`config.mk`:
```
export PLATFORM = sky130hd
export DESIGN_NAME = hazard_stall_controller
export DESIGN_NICKNAME = d
export VERILOG_FILES = /design/src/rtl/hazard_stall_controller.sv
export SDC_FILE = /design/constraint.sdc
export NUM_CORES = 1
export LEC_CHECK = 0
export ABC_AREA = 1
export BUFFER_PORTS_ARGS = -buffer_cell sky130_fd_sc_hd__buf_2
export CAP_MARGIN = 10
export CORE_AREA = 2 2 48 50
export DETAILED_ROUTE_END_ITERATION = 12
export DIE_AREA = 0 0 50 52
export PLACE_DENSITY = 0.74
export RECOVER_POWER = 50
export SLEW_MARGIN = 5
export SYNTH_ARGS = -nofsm -noshare
export SYNTH_HDL_FRONTEND = slang
export SYNTH_SLANG_ARGS = --single-unit
```
`constraint.sdc`:
```
create_clock -name clk -period 1.3 [get_ports clk]
set_input_delay 0.26 -clock clk [delete_from_list [all_inputs] [get_ports clk]]
set_output_delay 0.26 -clock clk [all_outputs]
set_load 0.1 [all_outputs]
```
`src/rtl/hazard_stall_controller.sv`:
```
// Hazard detection and stall/flush sequencing for the 5-stage MIPS pipeline.
// Optional statistics counters are enabled with `define HAZARD_STATS_EN.
module hazard_stall_controller #(
  parameter int unsigned MEM_TIMEOUT = 16,
  parameter int unsigned CNT_W       = 8
) (
  input  logic       clk,
  input  logic       reset,
  input  logic [4:0] IF_ID_RS,
  input  logic [4:0] IF_ID_RT,
  input  logic       IF_ID_USES_RT,
  input  logic       IF_ID_BRANCH,
  input  logic       BRANCH_TAKEN,
  input  logic [4:0] ID_EX_WRITE_REG,
  input  logic       ID_EX_REGWRITE,
  input  logic       ID_EX_MEMREAD,
  input  logic [4:0] EX_MEM_WRITE_REG,
  input  logic       EX_MEM_MEMREAD,
  input  logic       MEM_BUSY,
  output logic       PC_WRITE,
  output logic       IF_ID_WRITE,
  output logic       IF_ID_FLUSH,
  output logic       ID_EX_BUBBLE,
  output logic       EX_MEM_WRITE,
  output logic       MEM_WB_BUBBLE,
  output logic       MEM_ERROR,
  output logic [1:0] STATE
`ifdef HAZARD_STATS_EN
  ,
  output logic [CNT_W-1:0] STALL_COUNT,
  output logic [CNT_W-1:0] FLUSH_COUNT
`endif
);

  localparam logic [1:0] RUN      = 2'd0;
  localparam logic [1:0] HOLD     = 2'd1;
  localparam logic [1:0] MEM_WAIT = 2'd2;

  logic [1:0]       state, state_next;
  logic [CNT_W-1:0] wait_cnt, wait_cnt_next;
  logic             err_set;
  logic             ex_nz, mem_nz;
  logic             lu, br_ex, br_mem;

  // Register 0 is hard-wired, so a write to it never creates a dependency.
  assign ex_nz  = (ID_EX_WRITE_REG != 5'd0);
  assign mem_nz = (EX_MEM_WRITE_REG != 5'd0);

  assign lu = ID_EX_MEMREAD && ex_nz &&
              ((ID_EX_WRITE_REG == IF_ID_RS) ||
               (IF_ID_USES_RT && (ID_EX_WRITE_REG == IF_ID_RT)));

  assign br_ex = IF_ID_BRANCH && ID_EX_REGWRITE && ex_nz &&
                 ((ID_EX_WRITE_REG == IF_ID_RS) || (ID_EX_WRITE_REG == IF_ID_RT));

  assign br_mem = IF_ID_BRANCH && EX_MEM_MEMREAD && mem_nz &&
                  ((EX_MEM_WRITE_REG == IF_ID_RS) || (EX_MEM_WRITE_REG == IF_ID_RT));

  always_comb begin
    PC_WRITE      = 1'b1;
    IF_ID_WRITE   = 1'b1;
    IF_ID_FLUSH   = 1'b0;
    ID_EX_BUBBLE  = 1'b0;
    EX_MEM_WRITE  = 1'b1;
    MEM_WB_BUBBLE = 1'b0;
    state_next    = state;
    wait_cnt_next = wait_cnt;
    err_set       = 1'b0;

    if (!reset) begin
      case (state)
        RUN, HOLD: begin
          if (MEM_BUSY) begin
            PC_WRITE      = 1'b0;
            IF_ID_WRITE   = 1'b0;
            EX_MEM_WRITE  = 1'b0;
            MEM_WB_BUBBLE = 1'b1;
            wait_cnt_next = CNT_W'(1);
            state_next    = MEM_WAIT;
          end else if (state == HOLD) begin
            PC_WRITE     = 1'b0;
            IF_ID_WRITE  = 1'b0;
            ID_EX_BUBBLE = 1'b1;
            state_next   = RUN;
          end else if (lu || br_ex || br_mem) begin
            PC_WRITE     = 1'b0;
            IF_ID_WRITE  = 1'b0;
            ID_EX_BUBBLE = 1'b1;
            // A load feeding an ID-stage compare needs a second bubble.
            if (lu && IF_ID_BRANCH) state_next = HOLD;
          end else if (BRANCH_TAKEN) begin
            IF_ID_FLUSH = 1'b1;
          end
        end
        MEM_WAIT: begin
          if (MEM_BUSY && (wait_cnt < CNT_W'(MEM_TIMEOUT))) begin
            PC_WRITE      = 1'b0;
            IF_ID_WRITE   = 1'b0;
            EX_MEM_WRITE  = 1'b0;
            MEM_WB_BUBBLE = 1'b1;
            wait_cnt_next = wait_cnt + CNT_W'(1);
          end else begin
            err_set       = MEM_BUSY;
            wait_cnt_next = '0;
            state_next    = RUN;
          end
        end
        default: state_next = RUN;
      endcase
    end
  end

  always_ff @(posedge clk) begin
    if (reset) begin
      state     <= RUN;
      wait_cnt  <= '0;
      MEM_ERROR <= 1'b0;
    end else begin
      state    <= state_next;
      wait_cnt <= wait_cnt_next;
      if (err_set) MEM_ERROR <= 1'b1;
    end
  end

  assign STATE = state;

`ifdef HAZARD_STATS_EN
  always_ff @(posedge clk) begin
    if (reset) begin
      STALL_COUNT <= '0;
      FLUSH_COUNT <= '0;
    end else begin
      if (!PC_WRITE && (STALL_COUNT != '1)) STALL_COUNT <= STALL_COUNT + CNT_W'(1);
      if (IF_ID_FLUSH && (FLUSH_COUNT != '1)) FLUSH_COUNT <= FLUSH_COUNT + CNT_W'(1);
    end
  end
`endif

endmodule

```
**After elaboration in Yosys (flattened, before gate mapping)**

Index checks and enable logic that the tools add are counted.

- Register bits: 11
- Input bits: 29
- Word-level logic and storage cells: 74

- Add/subtract/negate cells: 1
- Magnitude comparators: 1
- Equal/unequal tests: 10
- Multiplexer cells: 36
- Reductions and logical operators: 23

Operators with widths:

| cell | number |
|---|---|
| $mux W1 | 24 |
| $eq A5 B5 Y1 | 4 |
| $mux W8 | 2 |
| $pmux W8 S2 | 1 |
| $logic_and A1 B1 Y1 | 11 |
| $mux W2 | 5 |
| $reduce_bool A5 Y1 | 2 |
| $add A8 B1 Y8 const B | 1 |
| $lt A8 B5 Y1 const B | 1 |
| $ne A4 B4 Y1 const B | 2 |
| $pmux W1 S2 | 3 |
| $logic_or A1 B1 Y1 | 5 |
| $ne A2 B2 Y1 const B | 2 |
| $pmux W2 S2 | 1 |
| $reduce_and A3 Y1 | 1 |
| $eq A2 B1 Y1 const B | 1 |
| $eq A2 B2 Y1 const B | 1 |
| $logic_not A2 Y1 | 1 |
| $reduce_and A2 Y1 | 1 |
| $reduce_bool A2 Y1 | 1 |
| $reduce_or A2 Y1 | 1 |

**Logic depth before layout (Yosys ltp)**

Gate-level depths: netlist of the first run.

- Depth in word-level cells: 11
- Gate-level depth with buffers: 10

**Worst setup path before layout of the first run**

Ideal clock, no wire load.

- Path kind: flip-flop to output port
- Start point: reg state[1] (netlist: STATE[1])
- End point: out EX_MEM_WRITE
- Arrival: 3485 ps
- Required time: 1040 ps
- Setup slack: -2445 ps
- Cell stages (with the launch flop): 5
- Path buffers: 0
- Cells stage by stage: dfxtp_1 > nor2_1 > inv_1 > a21oi_1 > inv_1

- Word-level cells in the longest chain between the ends: 4
- Elaborated cells between the ends (all ways): 6
- Those cells by class: eq/ne: 2; mux: 2; reduce/logical: 2

Ends and longest elaborated chain:

| item | RTL line | RTL |
|---|---|---|
| start, declared | 39 | `logic [1:0] state, state_next;` |
| start signal, assigned | 119 | `state <= state_next;` |
| $eq A2 B1 Y1 / $logic_not A2 Y1 (equally long branches) | 71 | `case (state)` |
| $reduce_or A2 Y1 | 71 |  |
| $pmux W1 S2 * | 71 |  |
| $mux W1 * | 70 | `if (!reset) begin` |
| end, declared | 24 | `output logic EX_MEM_WRITE,` |

Mark *: on every way between the ends. The rest lies on a longest branch, timed or not.

**Worst setup path in the final report of the first run**

- Start point: reg wait_cnt[4]
- End point: out MEM_WB_BUBBLE

- Word-level cells in the longest chain between the ends: 5

Ends and longest elaborated chain:

| item | RTL line | RTL |
|---|---|---|
| start, declared | 40 | `logic [CNT_W-1:0] wait_cnt, wait_cnt_next;` |
| start signal, assigned | 120 | `wait_cnt <= wait_cnt_next;` |
| $lt A8 B5 Y1 | 96 | `if (MEM_BUSY && (wait_cnt < CNT_W'(MEM_TIMEOUT))) begin` |
| $logic_and A1 B1 Y1 | 96 |  |
| $mux W1 | 96 |  |
| $pmux W1 S2 | 71 |  |
| $mux W1 | 70 |  |
| end, declared | 25 | `output logic MEM_WB_BUBBLE,` |

Every way passes these cells.

==> results of run 1 <==
what timing repair did:
action                                  in CTS  in global routing
setup buffers                                9                  6
gates resized for setup                     50                 41
pin swaps                                   17                 32
endpoints found under the setup margin      10                 12
how the worst max path moves through the flow:
stage | endpoint | slack (ns) | cells after the start
global route | MEM_WB_BUBBLE | -0.57 | 7
floorplan | EX_MEM_WRITE | -0.86 | 6
detailed placement | PC_WRITE | -0.43 | 9
CTS | PC_WRITE | -0.46 | 7
global placement | IF_ID_FLUSH | -0.41 | 9
finish | MEM_WB_BUBBLE | -0.53 | 7
sequential cells by signal, indices dropped and copies added (netlist names):
name / cells
wait_cnt: 8
MEM_ERROR: 1
STATE: 2
layout by cell type (no fill, tap or decap):
cell        synthesis  layout
a211oi_1            2       1
buf_4               1      19
nor3_4              0       1
nor3_1              5       3
a21oi_1             6       2
nand2_4             0       3
nor2_2              1       5
nand2_2             1      15
dfxtp_1            11       9
a21oi_4             0       1
nand3b_1            1       1
dfxtp_2             0       1
buf_8               0       4
nor3_2              0       1
nand2_1            57      40
a31oi_1             1       1
inv_1              33      16
clkinvlp_4          0       1
nor2_4              0       5
ha_1                1       1
xnor2_1             4       4
dfxtp_4             0       1
inv_4               0       3
nand3_2             1       4
buf_12              0       8
nor2_1             20      11
clkbuf_4            0       4
inv_2               4      17
buf_2               0      12
nand3_1             9       6
a211oi_2            0       1
nand4_1             4       4
o21ai_2             0       1
clkbuf_1            1       1
xor2_1              3       3
buf_6               0      15
a21oi_2             0       3
synth_stat cells:
library cell / number / area (um^2)
nand2_1: 57 / 214.0
inv_1: 33 / 123.9
nor2_1: 20 / 75.07
dfxtp_1: 11 / 220.2
nand3_1: 9 / 45.04
a21oi_1: 6 / 30.03
nor3_1: 5 / 25.02
inv_2: 4 / 15.01
nand4_1: 4 / 25.02
xnor2_1: 4 / 35.03
xor2_1: 3 / 26.28
a211oi_1: 2 / 15.01
a31oi_1: 1 / 6.260
buf_4: 1 / 7.510
clkbuf_1: 1 / 3.750
ha_1: 1 / 12.51
nand2_2: 1 / 6.260
nand3_2: 1 / 10.01
nand3b_1: 1 / 7.510
nor2_2: 1 / 6.260
o21ai_1: 1 / 5.000
critical path: cells and delay by family (launching register included):
| kind | cells | cell delay, ns |
|---|---|---|
| and+or+nand+nor | 3 | 0.44 |
| buffers and inverters | 3 | 0.35 |
| DFF | 1 | 0.33 |
| AOI/OAI and AO/OA | 1 | 0.18 |
area by class of cell:
type / instances / area share
Clock buffer: 4 / 0.01503
Inverter: 37 / 0.08590
Multi-Input combinational cell: 117 / 0.4073
Sequential cell: 11 / 0.1288
Tap cell: 28 / 0.02004
Timing Repair Buffer: 59 / 0.3429
kinds of logic (layout without fill, tap and decap cells):
| group | Yosys count | in the layout | share of synthesized area |
|---|---|---|---|
| xor gates and xnor gates | 7 | 7 | 0.06703 |
| DFF | 11 | 11 | 0.2408 |
| buffers and inverters | 39 | 100 | 0.1642 |
| and+or+nand+nor | 99 | 99 | 0.4528 |
| AOI/OAI and AO/OA | 10 | 10 | 0.06156 |
| adders and majority gates | 1 | 1 | 0.01368 |
power groups by stage:
stage	combinational [mW]	sequential, mW	clock (mW)
after detailed placement	0.421	0.355	0
after global routing	0.606	0.347	0.263
final	0.572	0.347	0.249
after global placement	0.412	0.354	0
after CTS	0.504	0.346	0.247
after floorplan	0.243	0.371	0
per-stage QoR:
stage,instance area (um^2),utilization,power (mW)
finish,1748,0.8301,1.168
global route,1748,0.8301,1.216
CTS,1644,0.7807,1.097
detailed placement,1388,0.6589,0.7761
global placement,1388,0.6589,0.7662
floorplan,980.9,-,0.6137
per-layer routing:
layer | share of wire | vias up | wire [um]
li1 | - | 626 | -
met1 | 0.34 | 599 | 1140
met2 | 0.59 | 56 | 1989
met3 | 0.052 | 9 | 177
met4 | 0.022 | 0 | 75
met5 | 0 | - | 0
==> results.json, run 1 <==
{
  "busiest_layer": "met2",
  "clkPwrFrac": 0.213,
  "fin_nets": 259,
  "drive_gt1_frac": 0.5482,
  "ys_types": 21,
  "vdd_drop_max_uv": 478.5,
  "tightest_slew_ns": 0.3019,
  "hold_end": "STATE[0]$_SDFFE_PP0P_",
  "cp-end-kind": "output pin",
  "diodes": 0,
  "use_met2": 0.5154,
  "rsz0062_at_grt": "true",
  "cp.arrival_ns": 1.57,
  "r2r_slack_ns": -0.18,
  "grt_max_degree": 9,
  "worst_hold_slack_ns": 0.2881,
  "firstDrtPassIters": 5,
  "rows": 17,
  "finalSetupViolCount": 12,
  "ys_seq_elements": 11,
  "violations": "negative setup slack",
  "wl_per_cell_um": 13.21,
  "crit_required_ns": 1.04,
  "crit_path_top_delay_cell": "dfxtp_2",
  "grt_util_met1": 0.2553,
  "cts_root_buf": "clkbuf_4",
  "crit_chain": "inv_2, nand4_1, nor2_2, nand2_2, a21oi_4, buf_6, buf_12",
  "multi_input_area_um2": 711.9,
  "grt_usage": 0.2509,
  "setup-tns-final_ns": -3.142,
  "start_util": 0.4343,
  "die_h_um": 52,
  "cp-start-kind": "register",
  "fillCellCount": 135,
  "crit_fanout": 3,
  "switching_share": 0.3941,
  "routed_wl_um": 3382,
  "antenna_found_initial": 0,
  "overflow": 0,
  "coreArea_um2": 2106,
  "holdPathStages": 2,
  "cts.htree.levels": 1,
  "cts_buffers": 3,
  "power_density_nw_per_um2": 668.0,
  "slowest_delay_ns": 0.33,
  "grt_pass1_vias": 1223,
  "area.sequential_um2": 225.2,
  "drc": 0,
  "pin_count": 38,
  "ant_nets": 0,
  "synth-seq-area-share": 0.2408,
  "gp_congestion": 0.8713,
  "pwr-share-comb": 0.490,
  "max_freq_ghz": 0.5453,
  "r2r_start": "wait_cnt[4]$_SDFFE_PP0P_",
  "syn_area_um2": 914.6,
  "hpwl_um": 1959,
  "outcome": "finished with violations",
  "cap_violations": 0,
  "die_width_um": 50,
  "hold_class": "in2reg",
  "rr_worst_depth": 8,
  "seqPwrFrac": 0.297,
  "critical_path_class": "reg2out",
  "area_growth_syn_to_layout_pct": 91.11,
  "switchingPower_mw": 0.4602,
  "worstHoldStart": "reset",
  "placed_cells": 242,
  "yosysWarnings": 0,
  "hold_viol": 0,
  "syn_inst": 167,
  "drv_slew": 0,
  "p_int_mw": 0.7075,
  "insertion_delay_ns": 0.28,
  "finClkSkew_ns": 0.008079,
  "syn_nets": 197,
  "hold_buffers": 0,
  "die_area_um2": 2600,
  "clk_pin_slew_ns": 0.08,
  "worstSetupStartpoint": "wait_cnt[4]$_SDFFE_PP0P_",
  "power.leakage_nw": 0.8881,
  "slew_headroom": 0.7998,
  "met3_usage": 0.02586,
  "dp_slack_ns": -0.4260,
  "r2r_end": "wait_cnt[4]$_SDFFE_PP0P_",
  "vias": 1290,
  "vias_per_cell": 5.039,
  "fin_crit_sh": 1.411,
  "synth_area_per_cell_um2": 5.477,
  "grt_pass1_wl_um": 4968,
  "worst_slack_ns": -0.5339,
  "clock-sinks": 11,
  "final_cells": 256,
  "clockBufferDepth": 2,
  "numPortBuffers": 37,
  "cts_tree": "done",
  "layout_min_cycle_time_ns": 1.834,
  "drt_iter0_drc": 24
}
No activity file was read; power rests on OpenSTA's default activity.
==> inputs of run 2 (changes only) <==
- clock period: 1.3 -> 1.95 ns (I/O delays scaled with it)
==> run 2 against run 1 <==
Against the previous run: the flow finishes with violations (design-rule violations, negative setup slack); clock skew down 0.0049 ns; sequential share of layout area up 3.0 points; routed wire length down 27%; core utilization down 16 points; register-to-register slack better by 0.71 ns; global-route usage down 6.2 points; combinational power down 49%; critical path type is now in2out; largest cell class unchanged; highest routed layer unchanged.
==> results.json, run 2 (synthesis results as in run 1) <==
{
  "outcome": "finished with violations",
  "violations": "design-rule violations, negative setup slack",
  "drv_slew": 0,
  "placed_cells": 232,
  "fillCellCount": 164,
  "clock-sinks": 11,
  "fin_crit_sh": 1.009,
  "grt_usage": 0.1891,
  "crit_chain": "buf_8, nor3_2, nand3_1, nand2_1, inv_1, nand3_2, nand4_1, nor2_4, buf_12",
  "fin_nets": 242,
  "die_h_um": 52,
  "final_cells": 239,
  "routed_wl_um": 2485,
  "slew_headroom": 0.6785,
  "gp_congestion": 0.7816,
  "cts_root_buf": "clkbuf_4",
  "cts_buffers": 3,
  "cp-end-kind": "output pin",
  "drive_gt1_frac": 0.3697,
  "numPortBuffers": 37,
  "crit_required_ns": 1.56,
  "hold_class": "in2reg",
  "final_cell_mix": "nand2_1 (52), inv_1 (22), buf_2 (21), nor2_1 (17), inv_2 (13)",
  "pin_count": 38,
  "largest_register_ffs": 8,
  "max_flop_register": "wait_cnt",
  "stdcell_area_um2": 1419,
  "die_width_um": 50,
  "start_util": 0.4343,
  "slowest_delay_ns": 0.23,
  "area_growth_syn_to_layout_pct": 55.13,
  "rsz0062_at_grt": "true",
  "grt_pass1_wl_um": 3829,
  "drc": 2,
  "power_density_nw_per_um2": 475.2,
  "cp.arrival_ns": 1.58,
  "vias_per_cell": 4.816,
  "finalSetupViolCount": 3,
  "cts_tree": "done",
  "vdd_drop_max_uv": 248.2,
  "ant_nets": 0,
  "worst_hold_slack_ns": 0.4021,
  "wl_per_cell_um": 10.40,
  "antenna_found_initial": 0,
  "tightest_slew_ns": 0.4856,
  "clk_pin_slew_ns": 0.07,
  "insertion_delay_ns": 0.26,
  "rows": 17,
  "clockBufferDepth": 2,
  "hold_viol": 0,
  "placed_cell_area_um2": 1267,
  "firstDrtPassIters": 8,
  "die_area_um2": 2600,
  "layout_min_cycle_time_ns": 1.968,
  "final_common_cell": "nand2_1",
  "hpwl_um": 1875,
  "grt_pass1_vias": 998,
  "drt_iter0_drc": 40,
  "critical_path_class": "in2out",
  "power.leakage_nw": 0.7836,
  "max_freq_ghz": 0.5082,
  "cp-start-kind": "primary input",
  "overflow": 0,
  "worst_slack_ns": -0.01775,
  "diodes": 0,
  "finClkSkew_ns": 0.003137,
  "cap_violations": 0,
  "grt_max_degree": 14,
  "crit_path_top_delay_cell": "nand4_1",
  "crit_fanout": 4,
  "coreArea_um2": 2106,
  "cts.htree.levels": 1,
  "vias": 1151
}
## run 2: cell count changes in the layout (fill, tap and decap cells not counted), moves of 9 or more
cell | before | now
buf_2 | 12 | 21
buf_4 | 19 | 7
buf_6 | 15 | 6
nand2_1 | 40 | 52
nand2_2 | 15 | 4
## run 2: worst max-delay path, delay by kind of cell
kind	cells	cell delay, ns
buffers and inverters	3	0.33
AND/OR/NAND/NOR	6	0.87
## run 2: power breakdown
| part | leakage [nW] | total (mW) | switching (mW) | internal (mW) |
|---|---|---|---|---|
| sequential | 0.0906 | 0.232 | 0.00455 | 0.227 |
| clock | 0.0177 | 0.149 | 0.0728 | 0.0758 |
| combinational | 0.675 | 0.294 | 0.180 | 0.114 |
## run 2: cell type report
| cell class | instances | area (um^2) | area share |
|---|---|---|---|
| Inverter | 37 | 143.9 | 0.1014 |
| Clock buffer | 3 | 22.52 | 0.01587 |
| Timing Repair Buffer | 42 | 375.4 | 0.2646 |
| Tap cell | 28 | 35.03 | 0.02469 |
| Clock inverter | 1 | 5.005 | 0.003527 |
| Sequential cell | 11 | 225.2 | 0.1587 |
| Multi-Input combinational cell | 117 | 611.8 | 0.4312 |
## run 2: worst paths after layout
check,startpoint,to,slack (ns),depth (start not counted)
worst min register to register,wait_cnt[5]$_SDFFE_PP0P_,wait_cnt[5]$_SDFFE_PP0P_,0.44,2
worst max register to register,wait_cnt[4]$_SDFFE_PP0P_,wait_cnt[4]$_SDFFE_PP0P_,0.53,8
worst min-delay path,IF_ID_BRANCH,STATE[0]$_SDFFE_PP0P_,0.40,3
worst max-delay path,ID_EX_WRITE_REG[2],IF_ID_FLUSH,-0.02,9
## run 2: routing by layer
layer,track usage,vias up,wire length (um)
li1,-,592,-
met1,0.2185,497,982
met2,0.3465,56,1306
met3,0.03161,6,175
met4,0.06944,0,20
met5,0,-,0
## run 2: per-stage QoR
| step | utilization | setup slack, ns | setup TNS [ns] | total power [mW] |
|---|---|---|---|---|
| 5_1_grt | 0.6738 | -0.09619 | -0.4241 | 0.7257 |
| 4_1_cts | 0.6298 | 0.004426 | 0 | 0.6532 |
| 3_5_place_dp | 0.6019 | -0.07366 | -0.1996 | 0.4981 |
| 3_3_place_gp | 0.6019 | -0.03849 | -0.08969 | 0.4930 |
| 6_report | 0.6738 | -0.01775 | -0.03487 | 0.6742 |
| 2_1_floorplan | - | -0.3658 | -0.4015 | 0.4043 |
## run 2: repair_timing
| action | in CTS | in global routing |
|---|---|---|
| setup buffers | 0 | 3 |
| cloned | 0 | 0 |
| endpoints found under the setup margin | 4 | 5 |
| hold buffers | 0 | 0 |
| gates resized for setup | 10 | 34 |
| pin swaps | 10 | 30 |
==> inputs of run 3 (changes only) <==
- CORE_AREA: 2 2 48 50 -> 2 2 47 49
- CTS_BUF_LIST: unset -> sky130_fd_sc_hd__clkbuf_8
- DIE_AREA: 0 0 50 52 -> 0 0 49 51
- PLACE_DENSITY: 0.74 -> 0.77
==> run 3 against run 2 <==
Against the previous run: fmax decreased by 0.92%; die area decreased by 3.9%; clock skew decreased by 0.00060 ns; the flow finishes with violations (negative setup slack); critical path type unchanged.
==> results.json, run 3 (synthesis results as in run 1) <==
{
  "power.leakage_nw": 0.7803,
  "die_area_um2": 2499,
  "drc": 0,
  "violations": "negative setup slack",
  "worst_slack_ns": -0.03595,
  "vdd_drop_max_uv": 326.4,
  "max_flop_register": "wait_cnt",
  "vias": 1126,
  "wl_per_cell_um": 10.00,
  "worstSetupStartpoint": "ID_EX_WRITE_REG[2]",
  "start_util": 0.4433,
  "overflow": 0,
  "grt_pass1_wl_um": 3877,
  "clockBufferDepth": 2,
  "vias_per_cell": 4.711,
  "drv_slew": 0,
  "crit_fanout": 4,
  "cts.htree.levels": 1,
  "cap_violations": 0,
  "multi_input_area_um2": 615.6,
  "total_power_mw": 0.7457,
  "slowest_delay_ns": 0.23,
  "cp-end-kind": "output pin",
  "crit_path_top_delay_cell": "nand4_1",
  "firstDrtPassIters": 4,
  "final_cell_mix": "nand2_1 (51), inv_1 (24), buf_2 (23), nor2_1 (18), inv_2 (12)",
  "grt_pass1_vias": 1052,
  "setup-tns-final_ns": -0.06777,
  "fin_crit_sh": 1.018,
  "final_util": 0.6889,
  "diodes": 0,
  "die_h_um": 51,
  "grt_max_degree": 14,
  "insertion_delay_ns": 0.23,
  "clk_pin_slew_ns": 0.05,
  "antenna_found_initial": 0,
  "hold_class": "in2reg",
  "hpwl_um": 1906,
  "drt_iter0_drc": 22,
  "max_freq_ghz": 0.5035,
  "area.sequential_um2": 224.0,
  "finalSetupViolCount": 3,
  "fin_nets": 242,
  "rsz0062_at_grt": "true",
  "rows": 17,
  "final_common_cell": "nand2_1",
  "coreArea_um2": 2063,
  "cts_root_buf": "clkbuf_8",
  "pin_count": 38,
  "fillCellCount": 188,
  "hold_viol": 0,
  "power_density_nw_per_um2": 524.7,
  "ant_nets": 0,
  "drive_gt1_frac": 0.3649,
  "numPortBuffers": 37,
  "cp-start-kind": "primary input",
  "critical_path_class": "in2out",
  "crit_required_ns": 1.56,
  "placed_cell_area_um2": 1275,
  "routed_wl_um": 2390,
  "crit_chain": "buf_6, nor3_4, nand3_2, nand2_1, inv_2, nand3_2, nand4_1, nor2_4, buf_12",
  "die_width_um": 49,
  "worstHoldStart": "MEM_BUSY",
  "area_growth_syn_to_layout_pct": 55.40,
  "grt_usage": 0.1906,
  "r2r_start": "STATE[1]$_SDFFE_PP0P_",
  "cts_tree": "done",
  "outcome": "finished with violations",
  "cpMostUsedCell": "nand3_2",
  "r2r_slack_ns": 0.62,
  "finClkSkew_ns": 0.002536,
  "largest_register_ffs": 8,
  "hold_buffers": 0,
  "cp.arrival_ns": 1.60,
  "tightest_slew_ns": 0.4852,
  "stdcell_area_um2": 1421,
  "gp_congestion": 0.9004,
  "slew_headroom": 0.6787,
  "layout_min_cycle_time_ns": 1.986,
  "clock-sinks": 11,
  "cts_buffers": 3
}
==> run 3: cell counts in the layout (fill, tap and decap cells not counted) <==
Identical to the previous run, type by type.
==> run 3: critical path: cells and delay by family <==
| family | cells | cell delay [ns] |
|---|---|---|
| buffers and inverters | 3 | 0.33 |
| and+or+nand+nor | 6 | 0.89 |
==> run 3: per-layer routing <==
metal | track usage | wire [um] | part of all wire | vias to the layer above
met1 | 0.2061 | 993 | 0.42 | 500
li1 | - | - | - | 590
met3 | 0.03216 | 107 | 0.045 | 2
met4 | 0.08095 | 17 | 0.0071 | 0
met5 | 0 | 0 | 0 | -
met2 | 0.3653 | 1272 | 0.53 | 34
==> run 3: timing repair <==
action	in CTS	in global routing
hold endpoints to repair	0	0
pin swaps	8	22
buffers inserted	1	1
gates resized for setup	8	29
setup endpoints to repair	4	6
==> run 3: report_power, final <==
part	internal (mW)	switching [mW]	leakage, nW
combinational	0.109	0.180	0.665
clock	0.140	0.0842	0.0255
sequential	0.228	0.00444	0.0900
==> run 3: per-stage QoR <==
| step | cells | hold WS (ns) | setup slack, ns |
|---|---|---|---|
| after floorplan | 167 | 0.4235 | -0.3658 |
| after global placement | 233 | 0.4328 | -0.009511 |
| after detailed placement | 233 | 0.4406 | -0.05589 |
| after CTS | 238 | 0.4200 | -0.01664 |
| after global routing | 239 | 0.4461 | -0.1275 |
| final | 239 | 0.4224 | -0.03595 |
==> run 3: cell type report <==
type | instances | area share
Multi-Input combinational cell | 117 | 0.4331
Timing Repair Buffer | 42 | 0.2526
Sequential cell | 11 | 0.1576
Inverter | 37 | 0.09947
Clock buffer | 3 | 0.02905
Tap cell | 28 | 0.02465
Clock inverter | 1 | 0.003521
==> run 3: final timing paths <==
kind	endpoint	cells after the start
max reg2reg	wait_cnt[2]$_SDFFE_PP0P_	7
max	IF_ID_FLUSH	9
min	MEM_ERROR$_SDFFE_PP0P_	3
min reg2reg	wait_cnt[5]$_SDFFE_PP0P_	2
